**src/rtl/i3c_pkg.sv**
```systemverilog
// ----------------------------------------------------------------------------
// i3c_pkg: shared states and line levels for the I3C_BUS initiator.  Rev 1.0
// ----------------------------------------------------------------------------
`default_nettype none

package i3c_pkg;
  localparam int   DEF_DATA_W  = 16;
  localparam logic START_LEVEL = 1'b1;
  localparam logic IDLE_CLK    = 1'b1;
  localparam logic IDLE_DAT    = 1'b0;

  typedef enum logic [2:0] {
    IDLE     = 3'd0,
    START_LO = 3'd1,
    START_HI = 3'd2,
    BIT_LO   = 3'd3,
    BIT_HI   = 3'd4,
    GAP      = 3'd5,
    PAR_LO   = 3'd6,
    PAR_HI   = 3'd7
  } state_t;
endpackage

`default_nettype wire

```
**src/rtl/i3c_half_tick.sv**
```systemverilog
// ----------------------------------------------------------------------------
// i3c_half_tick: bus half-period timer, tick on the last clk of each half.  Rev 1.0
// ----------------------------------------------------------------------------
`default_nettype none

module i3c_half_tick
  import i3c_pkg::*;
#(
  parameter int CLK_DIV = 4
) (
  input  logic clk,
  input  logic rst_n,
  input  logic restart,
  output logic tick
);

  localparam int CW = $clog2(CLK_DIV);
  localparam logic [CW-1:0] LOAD = CW'(CLK_DIV - 1);

  logic [CW-1:0] cnt;

  always_ff @(posedge clk or negedge rst_n) begin
    if (!rst_n) begin
      cnt <= LOAD;
    end else if (restart || cnt == '0) begin
      cnt <= LOAD;
    end else begin
      cnt <= cnt - 1'b1;
    end
  end

  assign tick = (cnt == '0) && !restart;

endmodule

`default_nettype wire

```
**src/rtl/i3c_bus_master.sv**
```systemverilog
// ----------------------------------------------------------------------------
// i3c_bus_master: I3C_BUS initiator, full-duplex framed word exchange.
// Option macro: I3C_BUS_MASTER_PARITY_EN (odd parity bit + rx_perr).  Rev 1.0
// ----------------------------------------------------------------------------
`default_nettype none

module i3c_bus_master
  import i3c_pkg::*;
#(
  parameter int DATA_W    = DEF_DATA_W,
  parameter int CLK_DIV   = 4,
  parameter int GAP_HALFS = 2
) (
  input  logic              clk,
  input  logic              rst_n,
  input  logic [DATA_W-1:0] tx_data,
  input  logic              tx_valid,
  output logic              tx_ready,
  output logic [DATA_W-1:0] rx_data,
  output logic              rx_valid,
  output logic              busy,
  output logic              bus_clk_o,
  output logic              bus_dout,
  input  logic              bus_din
`ifdef I3C_BUS_MASTER_PARITY_EN
  ,
  output logic              rx_perr
`endif
);

  // The idle cycle in which tx_ready is high counts as the last gap cycle,
  // so back-to-back frames are spaced by exactly GAP_HALFS half-periods.
  localparam int GAP_CYC = GAP_HALFS * CLK_DIV - 1;
  localparam int CNT_W   = $clog2(DATA_W + GAP_CYC + 1);

  state_t             state, state_n;
  logic               tick;
  logic               restart;
  logic               accept;
  logic               last;
  logic [CNT_W-1:0]   cnt;
  logic [DATA_W-1:0]  tx_shift;
  logic [DATA_W-1:0]  rx_shift;
  logic               din_s1, din_s2;
`ifdef I3C_BUS_MASTER_PARITY_EN
  logic               par_bit;
`endif

  assign tx_ready = (state == IDLE);
  assign busy     = ~tx_ready;
  assign accept   = tx_valid & tx_ready;
  assign restart  = (state == IDLE);
  assign last     = (cnt == '0);

  i3c_half_tick #(
    .CLK_DIV (CLK_DIV)
  ) u_half_tick (
    .clk     (clk),
    .rst_n   (rst_n),
    .restart (restart),
    .tick    (tick)
  );

  always_comb begin
    state_n = state;
    case (state)
      IDLE:     if (tx_valid) state_n = START_LO;
      START_LO: if (tick) state_n = START_HI;
      START_HI: if (tick) state_n = BIT_LO;
      BIT_LO:   if (tick) state_n = BIT_HI;
      BIT_HI: begin
        if (tick) begin
          if (!last) begin
            state_n = BIT_LO;
          end else begin
`ifdef I3C_BUS_MASTER_PARITY_EN
            state_n = PAR_LO;
`else
            state_n = GAP;
`endif
          end
        end
      end
`ifdef I3C_BUS_MASTER_PARITY_EN
      PAR_LO:   if (tick) state_n = PAR_HI;
      PAR_HI:   if (tick) state_n = GAP;
`endif
      GAP:      if (last) state_n = IDLE;
      default:  state_n = IDLE;
    endcase
  end

  always_ff @(posedge clk or negedge rst_n) begin
    if (!rst_n) begin
      state     <= IDLE;
      bus_clk_o <= IDLE_CLK;
      bus_dout  <= IDLE_DAT;
      cnt       <= '0;
      tx_shift  <= '0;
      rx_shift  <= '0;
      rx_data   <= '0;
      rx_valid  <= 1'b0;
      din_s1    <= 1'b0;
      din_s2    <= 1'b0;
`ifdef I3C_BUS_MASTER_PARITY_EN
      par_bit   <= 1'b0;
      rx_perr   <= 1'b0;
`endif
    end else begin
      state     <= state_n;
      bus_clk_o <= (state_n inside {START_LO, BIT_LO, PAR_LO}) ? ~IDLE_CLK : IDLE_CLK;
      din_s1    <= bus_din;
      din_s2    <= din_s1;
      rx_valid  <= 1'b0;

      if (accept) begin
        tx_shift <= tx_data;
`ifdef I3C_BUS_MASTER_PARITY_EN
        par_bit  <= ~^tx_data;
`endif
      end

      // Data line only moves on entry to a LOW half (or to the gap).
      if (state_n != state) begin
        case (state_n)
          START_LO: bus_dout <= START_LEVEL;
          BIT_LO: begin
            bus_dout <= tx_shift[DATA_W-1];
            tx_shift <= {tx_shift[DATA_W-2:0], 1'b0};
            cnt      <= (state == START_HI) ? CNT_W'(DATA_W - 1) : cnt - 1'b1;
          end
`ifdef I3C_BUS_MASTER_PARITY_EN
          PAR_LO:   bus_dout <= par_bit;
`endif
          GAP: begin
            bus_dout <= IDLE_DAT;
            cnt      <= CNT_W'(GAP_CYC - 1);
          end
          default: ;
        endcase
      end else if (state == GAP) begin
        cnt <= cnt - 1'b1;
      end

      if (tick && state == BIT_HI) begin
        rx_shift <= {rx_shift[DATA_W-2:0], din_s2};
`ifndef I3C_BUS_MASTER_PARITY_EN
        if (last) begin
          rx_valid <= 1'b1;
          rx_data  <= {rx_shift[DATA_W-2:0], din_s2};
        end
`endif
      end

`ifdef I3C_BUS_MASTER_PARITY_EN
      if (tick && state == PAR_HI) begin
        rx_valid <= 1'b1;
        rx_data  <= rx_shift;
        rx_perr  <= ~^{rx_shift, din_s2};
      end
`endif
    end
  end

endmodule

`default_nettype wire

```
**config.mk**
```make
export PLATFORM = sky130hd
export DESIGN_NAME = i3c_bus_master
export DESIGN_NICKNAME = d
export VERILOG_FILES = /design/src/rtl/i3c_pkg.sv /design/src/rtl/i3c_half_tick.sv /design/src/rtl/i3c_bus_master.sv
export SDC_FILE = /design/constraint.sdc
export NUM_CORES = 1
export LEC_CHECK = 0
export CORE_MARGIN = 4
export CORE_UTILIZATION = 48
export DETAILED_ROUTE_END_ITERATION = 10
export GPL_TIMING_DRIVEN = 0
export PLACE_DENSITY_LB_ADDON = 0.1
export SETUP_SLACK_MARGIN = 0.2
export SYNTH_ARGS = -nofsm -noshare
export SYNTH_HDL_FRONTEND = slang
export SYNTH_SLANG_ARGS = --single-unit
export TNS_END_PERCENT = 50
```
**constraint.sdc**
```tcl
create_clock -name clk -period 2.1 [get_ports clk]
set_input_delay 0.21 -clock clk [delete_from_list [all_inputs] [get_ports clk]]
set_output_delay 0.21 -clock clk [all_outputs]
set_load 0.005 [all_outputs]
```
==> flow_metrics.py, run 1 <==
metrics = {
    "cells_and_area": {
        "fin_area_um2": 3862,
        "area_delta_synth_final_pct": 37.26,
        "fin_nets": 305,
        "n_fill_cell": 420,
        "final-instance-count-excl-fill": 359,
        "drive_above_1_share_pct": 44.25,
        "n_antenna_cell": 0,
    },
    "synthesis": {
        "synth_area_leaders": "dfrtp_1 52%, mux2_2 25%, dfstp_2 2.8%",
        "ys_types": 39,
        "syn_avg_cell_area_um2": 13.34,
        "synthArstFlopShare_pct": 100.0,
        "synth.largest_area_cell": "dfrtp_1",
        "yosysSeqAreaShare_pct": 55.27,
        "yosys_warnings": 0,
        "syn_inst": 211,
        "synth.most_common_cell": "mux2_2",
        "synth_edf_count": 0,
        "ys.flop_type": "dfrtp_1",
        "synth_seq_cells": 62,
        "ys_top_cells_by_count": "62 x mux2_2, 59 x dfrtp_1, 10 x nor2_1",
        "synthesis.nets": 234,
        "synth_top_cell_area_share_pct": 52.47,
        "synth_area_um2": 2814,
    },
    "placement": {
        "dp_cells": 324,
        "place_ws_ps": -155.3,
        "portBuffers": 40,
        "place_area_um2": 3319,
        "gp_congestion": 0.7912,
        "hpwl_mm": 3.402,
    },
    "setup_path": {
        "slowest_stage": "dfrtp_1",
        "cp_max_fo": 5,
        "slowest_delay_ps": 430,
        "critPathKind": "register to register",
        "cpMostUsedCell": "mux2_4",
        "cp-end-kind": "register",
        "worstPathArrival_ps": 2080,
        "crit_required_ps": 2310,
        "path_cells": "nor3_4 > and2_4 > buf_8 > clkbuf_16 > mux2_4 > mux2_4",
        "startpoint_type": "register",
    },
    "routing": {
        "drt_pass1_iterations": 5,
        "route.antenna.remaining_nets": 0,
        "drc": 0,
        "wirelength_mm": 5.220,
        "num_vias": 1868,
        "drtIter0Drc": 71,
        "wire_per_inst_um": 14.54,
        "drt-vias-per-instance": 5.203,
    },
    "floorplanning": {
        "die_x_um": 84.57,
        "die_h_um": 84.57,
        "initial_core_util_pct": 50.18,
        "rows": 27,
        "coreArea_um2": 5608,
        "ios": 41,
        "die_area_um2": 7151,
    },
    "sta": {
        "whs_ps": 346.1,
        "hold_violations": 0,
        "rsz0062_at_grt": "yes",
        "postLayoutSetupSlackWorst_ps": 232.4,
        "fin_worst_skew_ps": 11.09,
        "timing.final.crit_period_ps": 1868,
        "max_freq_mhz": 535.4,
        "worst_pin_slew_ps": 565.1,
        "setup_viol": 0,
        "slew_headroom_pct": 61.79,
        "fin_crit_sh_pct": 88.93,
        "final_max_slew_viol_count": 0,
    },
    "global_routing": {
        "antenna_found_initial": 0,
        "grt_use_total_pct": 14.98,
        "grt-ovfl-total": 0,
        "grt_pass1_wl_mm": 8.652,
        "grt_max_degree": 42,
        "grt_pass1_vias": 1841,
    },
    "clock_tree": {
        "htree_levels": 3,
        "clk_pin_slew_ps": 70,
        "numCtsBuffers": 9,
        "worstSkewPairLatency_ps": 330,
        "cts.sinks": 62,
        "cts_root_buffer": "clkbuf_8",
        "clock_path_buffers": 2,
        "cts_tree": "built",
    },
    "outcome": {
        "outcome": "completed",
    },
    "power": {
        "leakage_nw": 1.825,
        "pwr-share-comb_pct": 2.9,
        "switching_share_pct": 20.95,
        "p_clk_share_pct": 48.2,
        "p_int_w": 0.001947,
        "powerDensity_nw_per_um2": 637.5,
        "switchingPower_w": 0.0005158,
        "seqPwrFrac_pct": 48.9,
        "vdd.ir_drop.worst_uv": 430.0,
    },
    "min_path": {
        "min_path_type": "input pin to register",
    },
    "run": {
        "cap_violations": 0,
    },
}
-- layer usage --
layer  vias up  GRT usage [%]  wire length [um]
met5         -              0                 0
met4         0          7.050                94
met3         8          3.925               228
met2        36          23.20              2475
met1       922          19.62              2421
li1        902              -                 -
-- power by group through the flow --
stage	logic, W	clock network, W	registers (W)
floorplan	0.00000702	0	0.00123
global placement	0.0000674	0	0.00123
detailed placement	0.0000714	0	0.00123
CTS	0.0000733	0.00122	0.00120
global route	0.0000794	0.00127	0.00121
finish	0.0000713	0.00119	0.00120
-- kinds of logic (layout without fill, tap and decap cells) --
kind of cell	count (synthesis)	count (layout)	share of synthesized area, %
buf+inv	18	94	3.423
compound gates	26	26	6.403
mux	63	63	25.17
simple gates	38	38	8.093
flops	62	62	55.27
xor+xnor	1	1	0.3113
fa+ha+maj	3	3	1.334
-- path summary, 6_finish.rpt --
check | startpoint | end | slack (ps) | cells after the start
max | state[0]$_DFF_PN0_ | tx_shift[13]$_DFF_PN0_ | 230 | 6
min | bus_din | din_s1$_DFF_PN0_ | 350 | 1
max reg2reg | state[0]$_DFF_PN0_ | tx_shift[13]$_DFF_PN0_ | 230 | 6
min reg2reg | din_s1$_DFF_PN0_ | din_s2$_DFF_PN0_ | 350 | 0
max in group asynchronous | rst_n | u_half_tick.cnt[1]$_DFF_PN1_ | 1010 | 3
min in group asynchronous | rst_n | rx_valid$_DFF_PN0_ | 410 | 2
-- registers in the layout, summed over array words and instances (netlist names) --
| register | flops |
|---|---|
| rx_shift | 15 |
| din_s2 | 1 |
| rx_data | 16 |
| state | 3 |
| din_s1 | 1 |
| tx_shift | 16 |
| bus_clk_o | 1 |
| rx_valid | 1 |
| u_half_tick.cnt | 2 |
| bus_dout | 1 |
| cnt | 5 |
-- worst max-delay path, delay by kind of cell (launching register included) --
family / cells / cell delay [ps]
flops: 1 / 430
mux: 2 / 550
simple gates: 2 / 500
buf+inv: 2 / 260
-- stage by stage --
stage	TNS (ps)	util, %	power [W]
floorplan	0	-	0.001233
global placement	-72770	58.92	0.001295
detailed placement	-1414	59.19	0.001299
CTS	0	64.79	0.002494
global route	0	68.88	0.002553
finish	0	68.88	0.002462
-- timing repair --
| action | 4_1_cts | 5_1_grt |
|---|---|---|
| cloned | 0 | 2 |
| hold buffers | 1 | 0 |
| gates resized for setup | 4 | 32 |
| setup buffers | 7 | 9 |
| pin swaps | 2 | 4 |
| endpoints found under the setup margin | 47 | 45 |
| hold endpoints to repair | 20 | 0 |
-- final cells by class --
class / count / area, um2 / area share, %
multi-input cells: 131 / 1259 / 32.59
flip-flops and latches: 62 / 1555 / 40.27
repair buffers: 60 / 603.1 / 15.61
clock buffers: 10 / 137.6 / 3.563
inverters: 8 / 30.03 / 0.7775
clock inverters: 6 / 92.59 / 2.397
well taps: 72 / 90.09 / 2.332
plain buffers: 10 / 95.09 / 2.462
-- cell usage in the layout (no fill, tap or decap), types with 4 or more instances in the layout --
cell             synthesis  layout
inv_1                    8       7
dfrtp_1                 59      59
buf_4                    3      16
mux2_2                  62      56
o21ai_0                  6       5
a21oi_1                  6       5
nor2_1                  10      10
nand2_1                  4       4
nor3_1                   6       5
clkbuf_8                 0      10
mux2_4                   0       6
clkdlybuf4s50_1          0      39
buf_2                    5       4
No activity file was read; power rests on OpenSTA's default activity.
==> run 2: changes to the inputs <==
--- a/config.mk
+++ b/config.mk
@@ -5,6 +5,7 @@
 export SDC_FILE = /design/constraint.sdc
 export NUM_CORES = 1
 export LEC_CHECK = 0
+export ABC_CLOCK_PERIOD_IN_PS = 2100
 export CORE_MARGIN = 4
 export CORE_UTILIZATION = 48
 export DETAILED_ROUTE_END_ITERATION = 10
==> results of run 2 <==
Same layout as run 1: the final DEF is identical, and so are final timing and power.
